### src/rtl/flag_word_serializer_pkg.sv
// Shared flag package: the 96-bit top_flag_t word and the serializer state encoding.
package flag_word_serializer_pkg;

  localparam int FLAG_W = 96;

  typedef union packed {
    logic [2:0][31:0] words;
    logic [11:0][7:0] bytes;
  } top_flag_t;

  typedef enum logic {
    IDLE = 1'b0,
    SEND = 1'b1
  } flag_ser_state_e;

endpackage

### src/rtl/flag_word_serializer.sv
// Splits one top_flag_t word into NUM_BEATS narrow beats with first/last markers.
module flag_word_serializer
  import flag_word_serializer_pkg::*;
#(
  parameter int BEAT_W    = 32,
  parameter bit MSB_FIRST = 1'b0
) (
  input  logic              clk,
  input  logic              rst_n,
  input  logic              in_valid,
  output logic              in_ready,
  input  top_flag_t         in_flag,
  output logic              out_valid,
  input  logic              out_ready,
  output logic [BEAT_W-1:0] out_data,
  output logic              out_first,
  output logic              out_last,
  output logic              busy
);

  localparam int NUM_BEATS = FLAG_W / BEAT_W;
  localparam int IDX_W     = (NUM_BEATS > 1) ? $clog2(NUM_BEATS) : 1;
  localparam logic [IDX_W-1:0] LAST_IDX = IDX_W'(NUM_BEATS - 1);

  flag_ser_state_e r_state;
  logic [IDX_W-1:0] r_idx;
  top_flag_t        r_hold;

  logic [NUM_BEATS-1:0][BEAT_W-1:0] w_beats;
  logic [IDX_W-1:0]                 w_slice;
  logic                             w_at_last;
  logic                             w_xfer;
  logic                             w_accept;

  assign w_beats   = r_hold;
  assign w_slice   = MSB_FIRST ? (LAST_IDX - r_idx) : r_idx;
  assign w_at_last = (r_idx == LAST_IDX);

  assign out_valid = (r_state == SEND);
  assign busy      = (r_state == SEND);
  // Driven from the holding register even when idle so out_data is never X.
  assign out_data  = w_beats[w_slice];
  assign out_first = out_valid && (r_idx == '0);
  assign out_last  = out_valid && w_at_last;

  assign w_xfer    = out_valid && out_ready;
  assign in_ready  = (r_state == IDLE) || (out_last && out_ready);
  assign w_accept  = in_valid && in_ready;

  always_ff @(posedge clk or negedge rst_n) begin
    if (!rst_n) begin
      r_state <= IDLE;
      r_idx   <= '0;
      r_hold  <= '0;
    end else begin
      case (r_state)
        IDLE: begin
          if (w_accept) begin
            r_hold  <= in_flag;
            r_idx   <= '0;
            r_state <= SEND;
          end
        end
        SEND: begin
          if (w_xfer) begin
            if (w_at_last) begin
              r_idx <= '0;
              // Taking the next word on the last beat keeps the stream bubble-free.
              if (w_accept) begin
                r_hold <= in_flag;
              end else begin
                r_state <= IDLE;
              end
            end else begin
              r_idx <= r_idx + 1'b1;
            end
          end
        end
        default: begin
          r_state <= IDLE;
          r_idx   <= '0;
        end
      endcase
    end
  end

endmodule

### config.mk
export PLATFORM = sky130hd
export DESIGN_NAME = flag_word_serializer
export DESIGN_NICKNAME = d
export VERILOG_FILES = /design/src/rtl/flag_word_serializer_pkg.sv /design/src/rtl/flag_word_serializer.sv
export SDC_FILE = /design/constraint.sdc
export NUM_CORES = 1
export LEC_CHECK = 0
export ABC_AREA = 0
export BUFFER_PORTS_ARGS = -buffer_cell sky130_fd_sc_hd__clkbuf_2
export CORE_UTILIZATION = 46
export CTS_BUF_LIST = sky130_fd_sc_hd__clkbuf_16
export DETAILED_ROUTE_END_ITERATION = 10
export GPL_TIMING_DRIVEN = 0
export PLACE_DENSITY_LB_ADDON = 0.2
export REMOVE_ABC_BUFFERS = 1
export SLEW_MARGIN = 20
export SYNTH_ARGS = -nofsm -noshare
export SYNTH_HDL_FRONTEND = slang
export SYNTH_SLANG_ARGS = --single-unit
### constraint.sdc
create_clock -name clk -period 1.35 [get_ports clk]
set_clock_uncertainty 0.05 [all_clocks]
set_input_delay 0.0675 -clock clk [delete_from_list [all_inputs] [get_ports clk]]
set_output_delay 0.0675 -clock clk [all_outputs]
set_load 0.02 [all_outputs]
==> results.toml <==
[clocking]
clk_pin_slew_worst_paths_ps = 60
clock_sinks = 99
h-tree-depth = 3
numCtsBuffers = 9
cts-root-buf = "clkbuf_16"
clockBufferDepth = 2
clk_latency_ps = 320
cts_tree = "done"

[yosys]
ys_ff_latch = 99
syn_area_um2 = 4410
seq_area_frac_synth = 0.562
synth_cell_type_count = 19
synth_area_leaders = "dfrtp_1 56%, mux2_2 14%, mux2_1 10%"
yosys.area.top_type_share = 0.562
yosysTopAreaCell = "dfrtp_1"
syn_inst = 327
ys_warn_count = 0
avgSynthCellArea_um2 = 13.5

[critical_path]
arrival_ps = 2040
crit_slowest_cell = "dfrtp_4"
slowest_delay_ps = 490
critPathKind = "flop to flop"
cpMostUsedCell = "buf_6"
start_kind = "flop"
crit_buf_inv = 4
worstPathRequired_ps = 1510
crit_chain = "nand3b_4, a21boi_4, buf_6, buf_6, buf_16, buf_12, mux2_4"
crit_family = "buffers and inverters"
cp_max_fo = 7
end_kind = "flop"

[final_layout]
n_antenna_cell = 0
multi_input_area_um2 = 2170
seqCellArea_um2 = 2480
layout.nets = 697
fin_area_um2 = 7670
nFillCells = 499
area_growth_pct = 74.0
final_cells = 731
drive_above_1_share = 0.502

[pwr]
power_density_nw_per_um2 = 2250
power_mw = 17.2
vdd_drop_max_mv = 1.36
power.static_leakage_nw = 3.67

[job]
cap_violations = 0

[sta]
slew_headroom = 0.722
min_period_ps = 1880
setup_violations = 131
drv_slew = 0
setup_ws_ps = -533
max_freq_mhz = 531
period_share = 1.40
rsz0062_at_grt = "yes"
finalSetupTns_ps = -57360
worst_pin_slew_ps = 418
timing_hold_violations_final = 0

[routing]
avgRoutedWirePerCell_um = 19.4
first_pass_iters = 4
drt_wl_total_mm = 14.1
initialDrtViolationCount = 95
vias = 3697
postRouteAntennaNets = 0
drc = 0
vias_per_cell = 5.06

[global_routing]
grt_pass1_vias = 4092
track_usage = 0.275
grt_first_pass_wirelength_mm = 20.7
antenna_found_initial = 0
grt.overflow.total = 0
grt_max_degree = 83

[run_status]
status = "finished with violations"
violations = "setup timing"

[place]
numPortBuffers = 136
dp.final_hpwl_mm = 6.13
dp_cells = 577
dpl_cell_area_um2 = 5310
gp_congestion = 0.673

[floorplan]
die_area_um2 = 9980
coreArea_um2 = 9240
die_x_um = 99.9
num_io_pins = 137
initial_utilization = 0.477
rows = 35
die_h_um = 99.9

[hold_path]
worst_hold_path_type = "primary input to flop"
==> cells by family (layout without fill, tap and decap cells) <==
logic type | count (synthesis) | count (layout) | synth area share
compound gates | 35 | 35 | 0.0431
buf+inv | 23 | 298 | 0.0326
simple gates | 41 | 41 | 0.0420
flops | 99 | 99 | 0.562
mux | 129 | 129 | 0.320
==> per-layer routing <==
metal,vias up,track usage,share of wire
met5,-,0,0
met4,0,0.0995,0.014
met3,15,0.0446,0.040
met2,117,0.515,0.54
met1,1871,0.316,0.41
li1,1694,-,-
==> cell usage after synthesis <==
master / count
dfrtp_1: 99
mux2_2: 56
mux2_1: 40
nand2_1: 35
mux2i_1: 33
o21ai_0: 33
buf_2: 13
buf_6: 5
clkbuf_1: 3
a21boi_4: 1
and2_1: 1
buf_4: 1
inv_1: 1
nand2b_1: 1
nand3b_1: 1
nand3b_4: 1
nor2b_1: 1
nor3b_1: 1
o22ai_1: 1
==> what timing repair did <==
item,in CTS,in global routing
pin swaps,1,1
buffers inserted,26,7
endpoints found under the setup margin,134,132
resized for setup,118,89
gates cloned,7,3
endpoints found under the hold margin,196,0
hold buffers,98,0
==> where the power goes <==
group          total [mW]  switching [mW]  internal [mW]
Sequential           5.42           0.932           4.49
Clock                2.72            1.10           1.62
Combinational        9.11            3.94           5.17
==> cells in the final DEF, fill, tap and decap left out, types with 8 or more instances in the layout <==
master | Yosys | layout
clkbuf_2 | 0 | 100
o21ai_0 | 33 | 25
buf_16 | 0 | 11
dlygate4sd3_1 | 0 | 98
dfrtp_1 | 99 | 97
mux2i_1 | 33 | 33
buf_4 | 1 | 37
buf_12 | 0 | 8
buf_6 | 5 | 13
mux2_4 | 0 | 95
clkbuf_16 | 0 | 11
nand2_1 | 35 | 34
==> registers in the layout, summed over array words and instances (netlist names) <==
register,cells
r_hold,96
r_idx,2
busy,1
==> path summary, 6_finish.rpt <==
path                             from    endpoint  slack (ps)  depth (start not counted)
max reg2reg                  r_idx[0]  r_hold[64]        -530                          7
min reg2reg                r_hold[54]  r_hold[54]         460                          1
min                         out_ready    r_idx[0]          30                          3
min in group asynchronous       rst_n  r_hold[55]         110                          2
max                          r_idx[0]  r_hold[64]        -530                          7
max in group asynchronous       rst_n    r_idx[1]         470                          3
==> stage by stage <==
stage               hold slack [ps]  setup slack (ps)   util
global route                   29.3              -600  0.830
detailed placement             -115             -1280  0.575
floorplan                      -278             -2210      -
CTS                            6.23              -528  0.806
finish                         28.6              -533  0.830
global placement                233             -3270  0.553
==> tightest hold or removal path, stage by stage <==
cell and delay, ps:
clkbuf_2 120, nand3b_1 110, o21ai_1 70
==> final cells by class <==
cell class              instances  share of cell area
inverters                       1            0.000489
clock inverters                 7              0.0119
repair buffers                281               0.331
multi-input cells             205               0.282
flip-flops and latches         99               0.324
clock buffers                   9              0.0294
well taps                     129              0.0210
Power figures use the tool's default switching activity.
